`src/rtl/uart_file_pkg.sv`:
```
// Shared types and constants for the UART file loader.
//   state_e    : loader FSM states
//   mem_word_t : packed write payload (byte strobes + 32-bit word)
//   *_CHAR     : protocol characters exchanged with the host
package uart_file_pkg;

    localparam int unsigned WORD_W = 32;
    localparam int unsigned STRB_W = WORD_W / 8;

    localparam logic [7:0] REQ_CHAR     = 8'h02;
    localparam logic [7:0] HOST_RX_CHAR = 8'h03;
    localparam logic [7:0] FINISH_CHAR  = 8'h04;

    typedef enum logic [2:0] {
        IDLE  = 3'd0,
        REQ   = 3'd1,
        SIZE  = 3'd2,
        DATA  = 3'd3,
        WRITE = 3'd4,
        DONE  = 3'd5
    } state_e;

    typedef struct packed {
        logic [STRB_W-1:0] wstrb;
        logic [WORD_W-1:0] wdata;
    } mem_word_t;

endpackage

```
`src/rtl/uart_file_loader_if.sv`:
```
// Byte-TX, byte-RX and memory-write handshakes of the UART file loader.
//   master : loader side (drives tx_*, rx_ready, mem_* requests)
//   slave  : UART / memory side
interface uart_file_loader_if #(
    parameter int unsigned MEM_ADDR_W = 16
) ();
    logic                  tx_valid;
    logic                  tx_ready;
    logic [7:0]            tx_data;
    logic                  rx_valid;
    logic                  rx_ready;
    logic [7:0]            rx_data;
    logic                  mem_valid;
    logic                  mem_ready;
    logic [MEM_ADDR_W-1:0] mem_addr;
    logic [31:0]           mem_wdata;
    logic [3:0]            mem_wstrb;

    modport master (
        output tx_valid, tx_data,   input  tx_ready,
        input  rx_valid, rx_data,   output rx_ready,
        output mem_valid, mem_addr, mem_wdata, mem_wstrb,
        input  mem_ready
    );

    modport slave (
        input  tx_valid, tx_data,   output tx_ready,
        output rx_valid, rx_data,   input  rx_ready,
        input  mem_valid, mem_addr, mem_wdata, mem_wstrb,
        output mem_ready
    );
endinterface

```
`src/rtl/uart_file_word_packer.sv`:
```
// Byte-lane buffer that assembles received bytes into a little-endian word.
//   clk, rst_n : clock, async active-low reset
//   wr_en      : write din into lane and set its strobe
//   clr        : zero the buffer and strobes (takes priority over wr_en)
//   lane       : byte lane 0..3
//   din        : byte to store
//   word       : registered word + accumulated strobes
module uart_file_word_packer
    import uart_file_pkg::*;
(
    input  logic      clk,
    input  logic      rst_n,
    input  logic      wr_en,
    input  logic      clr,
    input  logic [1:0] lane,
    input  logic [7:0] din,
    output mem_word_t word
);

    mem_word_t word_q, word_d;

    // Clearing zeroes the data too, so unfilled lanes of a partial word read 0.
    always_comb begin
        word_d = word_q;
        if (clr) begin
            word_d = '0;
        end else if (wr_en) begin
            word_d.wdata[{lane, 3'b000} +: 8] = din;
            word_d.wstrb[lane]                = 1'b1;
        end
    end

    always_ff @(posedge clk or negedge rst_n) begin
        if (!rst_n) begin
            word_q <= '0;
        end else begin
            word_q <= word_d;
        end
    end

    assign word = word_q;

endmodule

```
`src/rtl/uart_file_loader.sv`:
```
// Device-side receiver of the host "send file" command: sends the request
// char, reads a 4-byte LE size, then packs file bytes into 32-bit words and
// writes them to a word-addressed memory port.
//   clk, rst_n : clock, async active-low reset
//   start      : pulse, begins a transfer when idle
//   base_addr  : word address of first write, sampled on start
//   bus        : tx / rx / mem handshakes (master side)
//   busy       : transfer in progress
//   done       : one-cycle pulse at end of transfer
//   error      : size exceeded MAX_BYTES, held until next start
//   file_size  : received size, held after done
module uart_file_loader #(
    parameter int unsigned MEM_ADDR_W = 16,
    parameter int unsigned MAX_BYTES  = 65536,
    parameter logic [7:0]  REQ_CHAR   = uart_file_pkg::REQ_CHAR
) (
    input  logic                  clk,
    input  logic                  rst_n,
    input  logic                  start,
    input  logic [MEM_ADDR_W-1:0] base_addr,
    uart_file_loader_if.master    bus,
    output logic                  busy,
    output logic                  done,
    output logic                  error,
    output logic [31:0]           file_size
);
    import uart_file_pkg::*;

    localparam int unsigned CNT_W = 32;

    state_e                state_q, state_d;
    logic                  tx_valid_q, tx_valid_d;
    logic [7:0]            tx_data_q, tx_data_d;
    logic                  rx_ready_q, rx_ready_d;
    logic                  mem_valid_q, mem_valid_d;
    logic                  busy_q, busy_d;
    logic                  done_q, done_d;
    logic                  error_q, error_d;
    logic [CNT_W-1:0]      size_q, size_d;
    logic [CNT_W-1:0]      cnt_q, cnt_d;
    logic [MEM_ADDR_W-1:0] addr_q, addr_d;

    logic                  tx_fire_c, rx_fire_c, mem_fire_c;
    logic                  pk_wr_c, pk_clr_c;
    logic [CNT_W-1:0]      size_full_c;
    mem_word_t             pk_word;

    uart_file_word_packer u_packer (
        .clk   (clk),
        .rst_n (rst_n),
        .wr_en (pk_wr_c),
        .clr   (pk_clr_c),
        .lane  (cnt_q[1:0]),
        .din   (bus.rx_data),
        .word  (pk_word)
    );

    // Next-state, counters and registered outputs.
    always_comb begin
        state_d     = state_q;
        tx_valid_d  = tx_valid_q;
        tx_data_d   = tx_data_q;
        rx_ready_d  = rx_ready_q;
        mem_valid_d = mem_valid_q;
        busy_d      = busy_q;
        done_d      = 1'b0;
        error_d     = error_q;
        size_d      = size_q;
        cnt_d       = cnt_q;
        addr_d      = addr_q;
        pk_wr_c     = 1'b0;
        pk_clr_c    = 1'b0;

        tx_fire_c   = tx_valid_q & bus.tx_ready;
        rx_fire_c   = rx_ready_q & bus.rx_valid;
        mem_fire_c  = mem_valid_q & bus.mem_ready;
        // Size as it will be once the byte on rx_data lands in the top lane.
        size_full_c = {bus.rx_data, size_q[23:0]};

        case (state_q)
            IDLE: begin
                if (start) begin
                    state_d    = REQ;
                    tx_valid_d = 1'b1;
                    tx_data_d  = REQ_CHAR;
                    busy_d     = 1'b1;
                    error_d    = 1'b0;
                    size_d     = '0;
                    cnt_d      = '0;
                    addr_d     = base_addr;
                    pk_clr_c   = 1'b1;
                end
            end
            REQ: begin
                if (tx_fire_c) begin
                    state_d    = SIZE;
                    tx_valid_d = 1'b0;
                    rx_ready_d = 1'b1;
                end
            end
            SIZE: begin
                if (rx_fire_c) begin
                    size_d[{cnt_q[1:0], 3'b000} +: 8] = bus.rx_data;
                    cnt_d = cnt_q + CNT_W'(1);
                    if (cnt_q[1:0] == 2'd3) begin
                        cnt_d = '0;
                        if (size_full_c == '0) begin
                            state_d    = DONE;
                            rx_ready_d = 1'b0;
                            done_d     = 1'b1;
                            busy_d     = 1'b0;
                        end else if (size_full_c > CNT_W'(MAX_BYTES)) begin
                            // Leftover host bytes are deliberately not drained.
                            state_d    = DONE;
                            rx_ready_d = 1'b0;
                            done_d     = 1'b1;
                            busy_d     = 1'b0;
                            error_d    = 1'b1;
                        end else begin
                            state_d = DATA;
                        end
                    end
                end
            end
            DATA: begin
                if (rx_fire_c) begin
                    pk_wr_c = 1'b1;
                    cnt_d   = cnt_q + CNT_W'(1);
                    if (cnt_q[1:0] == 2'd3 || (cnt_q + CNT_W'(1)) == size_q) begin
                        state_d     = WRITE;
                        rx_ready_d  = 1'b0;
                        mem_valid_d = 1'b1;
                    end
                end
            end
            WRITE: begin
                if (mem_fire_c) begin
                    pk_clr_c    = 1'b1;
                    mem_valid_d = 1'b0;
                    addr_d      = addr_q + MEM_ADDR_W'(1);
                    if (cnt_q == size_q) begin
                        state_d = DONE;
                        done_d  = 1'b1;
                        busy_d  = 1'b0;
                    end else begin
                        state_d    = DATA;
                        rx_ready_d = 1'b1;
                    end
                end
            end
            DONE: begin
                state_d = IDLE;
            end
            default: begin
                state_d = IDLE;
            end
        endcase
    end

    always_ff @(posedge clk or negedge rst_n) begin
        if (!rst_n) begin
            state_q     <= IDLE;
            tx_valid_q  <= 1'b0;
            tx_data_q   <= '0;
            rx_ready_q  <= 1'b0;
            mem_valid_q <= 1'b0;
            busy_q      <= 1'b0;
            done_q      <= 1'b0;
            error_q     <= 1'b0;
            size_q      <= '0;
            cnt_q       <= '0;
            addr_q      <= '0;
        end else begin
            state_q     <= state_d;
            tx_valid_q  <= tx_valid_d;
            tx_data_q   <= tx_data_d;
            rx_ready_q  <= rx_ready_d;
            mem_valid_q <= mem_valid_d;
            busy_q      <= busy_d;
            done_q      <= done_d;
            error_q     <= error_d;
            size_q      <= size_d;
            cnt_q       <= cnt_d;
            addr_q      <= addr_d;
        end
    end

    assign bus.tx_valid  = tx_valid_q;
    assign bus.tx_data   = tx_data_q;
    assign bus.rx_ready  = rx_ready_q;
    assign bus.mem_valid = mem_valid_q;
    assign bus.mem_addr  = addr_q;
    assign bus.mem_wdata = pk_word.wdata;
    assign bus.mem_wstrb = pk_word.wstrb;
    assign busy          = busy_q;
    assign done          = done_q;
    assign error         = error_q;
    assign file_size     = size_q;

endmodule

```
`src/flat_wrapper.sv`:
```
// flat-port wrapper written by rule: the top's interface ports become plain ports
module uart_file_loader_flat import uart_file_pkg::*;
#(
    parameter int unsigned MEM_ADDR_W = 16,
    parameter int unsigned MAX_BYTES  = 65536,
    parameter logic [7:0]  REQ_CHAR   = uart_file_pkg::REQ_CHAR
)
  (clk, rst_n, start, base_addr, busy, done, error, file_size, bus_tx_valid, bus_tx_data, bus_tx_ready, bus_rx_valid, bus_rx_data, bus_rx_ready, bus_mem_valid, bus_mem_addr, bus_mem_wdata, bus_mem_wstrb, bus_mem_ready);
  uart_file_loader_if #(.MEM_ADDR_W(MEM_ADDR_W)) bus_i ();
  input  logic clk;
  input  logic rst_n;
  input  logic start;
  input  logic [MEM_ADDR_W-1:0] base_addr;
  output logic busy;
  output logic done;
  output logic error;
  output logic [31:0] file_size;
  output wire logic [$bits(bus_i.tx_valid)-1:0] bus_tx_valid;
  output wire logic [$bits(bus_i.tx_data)-1:0] bus_tx_data;
  input wire logic [$bits(bus_i.tx_ready)-1:0] bus_tx_ready;
  input wire logic [$bits(bus_i.rx_valid)-1:0] bus_rx_valid;
  input wire logic [$bits(bus_i.rx_data)-1:0] bus_rx_data;
  output wire logic [$bits(bus_i.rx_ready)-1:0] bus_rx_ready;
  output wire logic [$bits(bus_i.mem_valid)-1:0] bus_mem_valid;
  output wire logic [$bits(bus_i.mem_addr)-1:0] bus_mem_addr;
  output wire logic [$bits(bus_i.mem_wdata)-1:0] bus_mem_wdata;
  output wire logic [$bits(bus_i.mem_wstrb)-1:0] bus_mem_wstrb;
  input wire logic [$bits(bus_i.mem_ready)-1:0] bus_mem_ready;
  assign bus_tx_valid = bus_i.tx_valid;
  assign bus_tx_data = bus_i.tx_data;
  assign bus_i.tx_ready = bus_tx_ready;
  assign bus_i.rx_valid = bus_rx_valid;
  assign bus_i.rx_data = bus_rx_data;
  assign bus_rx_ready = bus_i.rx_ready;
  assign bus_mem_valid = bus_i.mem_valid;
  assign bus_mem_addr = bus_i.mem_addr;
  assign bus_mem_wdata = bus_i.mem_wdata;
  assign bus_mem_wstrb = bus_i.mem_wstrb;
  assign bus_i.mem_ready = bus_mem_ready;
  uart_file_loader #(.MEM_ADDR_W(MEM_ADDR_W), .MAX_BYTES(MAX_BYTES), .REQ_CHAR(REQ_CHAR)) u_core (.clk(clk), .rst_n(rst_n), .start(start), .base_addr(base_addr), .bus(bus_i), .busy(busy), .done(done), .error(error), .file_size(file_size));
endmodule
```
`config.mk`:
```
export PLATFORM = sky130hd
export DESIGN_NAME = uart_file_loader_flat
export DESIGN_NICKNAME = d
export VERILOG_FILES = /design/src/rtl/uart_file_pkg.sv /design/src/rtl/uart_file_loader_if.sv /design/src/rtl/uart_file_word_packer.sv /design/src/rtl/uart_file_loader.sv /design/src/flat_wrapper.sv
export SDC_FILE = /design/constraint.sdc
export NUM_CORES = 1
export LEC_CHECK = 0
export ABC_AREA = 1
export CAP_MARGIN = 10
export CORE_MARGIN = 3
export CORE_UTILIZATION = 30
export CTS_BUF_LIST = sky130_fd_sc_hd__clkbuf_8
export CTS_CLUSTER_SIZE = 8
export DETAILED_ROUTE_END_ITERATION = 7
export SLEW_MARGIN = 20
export SYNTH_ARGS = -nofsm -noshare
export SYNTH_HDL_FRONTEND = slang
export SYNTH_SLANG_ARGS = --single-unit
```
`constraint.sdc`:
```
create_clock -name clk -period 4.6 [get_ports clk]
set_input_delay 0.46 -clock clk [delete_from_list [all_inputs] [get_ports clk]]
set_output_delay 0.46 -clock clk [all_outputs]
set_load 0.01 [all_outputs]
```
==> results.py <==
metrics = {
    "synthesis": {
        "syn_avg_cell_area_sq_um": 7.126,
        "synthCells": 1101,
        "synth_edf_count": 0,
        "synth-seq-cells": 126,
        "yosysUniqueCellTypes": 47,
        "async_reset_ff_share_pct": 100.0,
        "synthFlopType": "dfrtp_1",
        "yosysSeqAreaShare_pct": 40.18,
        "netlist_area_sq_um": 7846,
        "ys_warn_count": 0,
    },
    "finish": {
        "stdcell_area_sq_um": 9766,
        "fin_cells": 1557,
        "antennaDiodeCount": 0,
        "area_growth_pct": 24.46,
        "nets": 1250,
        "finish.utilization_pct": 38.34,
        "drive_above_1_share_pct": 6.031,
    },
    "floorplan": {
        "chipWidth_um": 167.7,
        "die_h_um": 167.7,
        "initial_core_util_pct": 30.80,
        "die_area_sq_um": 28130,
        "core_sq_um": 25470,
        "ios": 128,
        "num_rows": 58,
    },
    "clock_network": {
        "cts_tree": "built",
        "cts.repair.resized": 0,
        "clock-sinks": 126,
        "post_cts_buffers": 0,
        "cts_root_buffer": "clkbuf_8",
        "insertion_delay_ns": 0.45,
        "h-tree-depth": 4,
        "clk_pin_slew_worst_paths_ns": 0.09,
        "cts_buffer_depth": 2,
        "holdBufCountCts": 0,
        "cts_buffers": 17,
    },
    "timing": {
        "finalCriticalPeriod_ns": 3.618,
        "relSlewSlack_pct": 31.29,
        "fin_ws_ns": 0.9816,
        "hold_viol_final": 0,
        "worst_pin_slew_ns": 1.027,
        "fin_worst_skew_ns": 0.01192,
        "timing.fmax_mhz": 276.4,
        "finalCritPeriodShare_pct": 78.66,
        "hold_ws_ns": 0.1125,
        "final-max-slew-violation-count": 0,
        "fin_setup_tns_ns": 0,
        "rsz0062_at_grt": "false",
        "setup-violations-final": 0,
    },
    "critical_path": {
        "cp_top_family": "buffers and inverters",
        "cp_max_fo": 31,
        "r2r_end": "u_core.cnt_q[3]$_DFFE_PN0P_",
        "critical_path.slowest_cell": "dfrtp_1",
        "critical_path.endpoint_type": "register",
        "worstPathCellList": "nor2_1 -> inv_1 -> nor2_2 -> buf_4 -> inv_1 -> nor2_1 -> inv_1 -> a21oi_2 -> inv_2 -> o22ai_1",
        "path_class": "reg -> reg",
        "r2r-start": "u_core.state_q[2]$_DFFE_PN0P_",
        "r2r_cells": 10,
        "crit_required_ns": 4.95,
        "arrival_ns": 3.96,
        "timing.critical_path.mode_cell": "inv_1",
        "critPathLaunchType": "register",
        "critical_path_buf_inv_count": 5,
        "rrSetupSlack_ns": 0.98,
        "cp_slowest_stage_delay_ns": 0.66,
    },
    "route": {
        "wire_per_inst_um": 18.20,
        "drt-initial-drc-count": 859,
        "drcViolationCount": 0,
        "drt_pass1_iterations": 5,
        "vias": 8040,
        "vias_per_cell": 5.164,
        "routed_wl_um": 28340,
        "ant_nets": 0,
    },
    "placed_design": {
        "dp_slack_ns": 1.063,
        "hpwlAfterDp_um": 21630,
        "io_buffers": 120,
        "placed_area_sq_um": 9360,
        "dp.cells": 1525,
        "place_congestion": 0.9537,
    },
    "global_routing": {
        "grt_start_max_net_pins": 66,
        "antenna_found_initial": 0,
        "grt_pass1_wl_um": 44530,
        "grt_usage_pct": 20.13,
        "grt_pass1_vias": 7675,
        "overflow": 0,
    },
    "power_and_ir_drop": {
        "p_leak_nw": 4.263,
        "ir_drop_uv": 236.2,
        "power.density_nw_per_um2": 441.1,
        "p_total_mw": 4.308,
    },
    "outcome": {
        "status": "completed",
    },
    "worst_hold_path": {
        "hp-class": "in -> async",
    },
    "flow_run": {
        "maxCapViolCount": 0,
    },
}
[state kept, by name (all words and copies together), names as in the netlist]
signal                count
u_core.bus.mem_addr      16
u_core.bus.mem_valid      1
u_core.bus.rx_ready       1
u_core.bus.tx_data        1
u_core.bus.tx_valid       1
u_core.busy               1
u_core.cnt_q             32
u_core.done               1
u_core.error              1
u_core.file_size         32
u_core.state_q            3
u_core.u_packer.word     36
[cells in the mapped netlist (20+ instances only)]
| library cell | count | area, sq um |
|---|---|---|
| nand4_1 | 32 | 200.2 |
| nor3_1 | 31 | 155.2 |
| inv_1 | 129 | 484.2 |
| xor2_1 | 20 | 175.2 |
| nand2_1 | 252 | 945.9 |
| o21ai_0 | 77 | 385.4 |
| clkbuf_1 | 22 | 82.58 |
| nand3_1 | 105 | 525.5 |
| dfrtp_1 | 126 | 3153 |
| nor2_1 | 125 | 469.2 |
| xnor2_1 | 27 | 236.5 |
| a21oi_1 | 40 | 200.2 |
[cell usage in the layout, fill, tap and decap left out, types with 3 or more instances in the layout]
cell type / Yosys / routed
ha_1: 6 / 6
a21oi_1: 40 / 39
clkinv_2: 0 / 3
nand4_1: 32 / 32
bufinv_16: 0 / 3
inv_2: 6 / 6
clkinv_4: 1 / 3
xor2_1: 20 / 20
o21ai_1: 3 / 3
inv_1: 129 / 131
clkbuf_8: 0 / 17
o21ai_0: 77 / 77
buf_4: 7 / 8
nand3_1: 105 / 105
o221ai_1: 3 / 3
nor2_2: 6 / 8
inv_6: 0 / 3
nor2_1: 125 / 123
dfrtp_1: 126 / 126
o31ai_1: 7 / 7
nand2_2: 4 / 4
nor3_1: 31 / 31
nor4_1: 6 / 6
and3_1: 5 / 5
clkdlybuf4s50_1: 0 / 119
o21bai_1: 3 / 3
conb_1: 1 / 7
nor2_4: 7 / 7
nand2_1: 252 / 252
xnor2_1: 27 / 27
o22ai_1: 16 / 16
[power breakdown]
part | switching (mW) | internal (mW) | leakage (nW)
registers | 0.221 | 1.28 | 1.69
clock network | 0.502 | 0.535 | 0.209
logic | 1.12 | 0.649 | 2.36
[logic make-up after synthesis]
family          after synthesis  synth area share [%]
simple gates                584                 33.26
flops                       126                 40.18
compound gates              160                 11.32
buf+inv                     177                 8.978
xor+xnor                     47                 5.246
other cells                   1               0.04779
fa+ha+maj                     6                0.9568
[final cells by class]
type / count / area [sq um]
Fill cell: 2666 / 15710
Tap cell: 330 / 412.9
Clock buffer: 17 / 234.0
Sequential cell: 126 / 3153
Multi-Input combinational cell: 804 / 4020
Clock inverter: 15 / 171.4
Timing Repair Buffer: 127 / 1251
Inverter: 138 / 523.0
[worst max-delay path by stage]
| stage | startpoint | end | slack, ns | cells after the start |
|---|---|---|---|---|
| 2_1_floorplan | u_core.cnt_q[0]$_DFFE_PN0P_ | u_core.state_q[0]$_DFFE_PN0P_ | 2.37 | 19 |
| 3_3_place_gp | u_core.state_q[2]$_DFFE_PN0P_ | u_core.cnt_q[21]$_DFFE_PN0P_ | 1.19 | 10 |
| 3_5_place_dp | u_core.state_q[2]$_DFFE_PN0P_ | u_core.cnt_q[19]$_DFFE_PN0P_ | 1.06 | 10 |
| 4_1_cts | u_core.state_q[2]$_DFFE_PN0P_ | u_core.cnt_q[3]$_DFFE_PN0P_ | 1.04 | 10 |
| 5_1_grt | u_core.state_q[2]$_DFFE_PN0P_ | u_core.cnt_q[21]$_DFFE_PN0P_ | 0.75 | 10 |
| 6_report | u_core.state_q[2]$_DFFE_PN0P_ | u_core.cnt_q[3]$_DFFE_PN0P_ | 0.98 | 10 |
[worst reg2reg max path: stages (launching register included)]
cell and delay (ns):
dfrtp_1 0.66, nor2_1 0.30, inv_1 0.08, nor2_2 0.07
buf_4 0.30, inv_1 0.28, nor2_1 0.63, inv_1 0.33
a21oi_2 0.52, inv_2 0.15, o22ai_1 0.20
[routing by layer]
metal / up-vias / track usage, % / wire length (um)
met5: - / 0 / 0
met4: 0 / 5.621 / 635
met3: 39 / 3.234 / 2126
met2: 358 / 30.05 / 12310
met1: 3817 / 30.15 / 13260
li1: 3826 / - / -
Power figures use the tool's default switching activity.
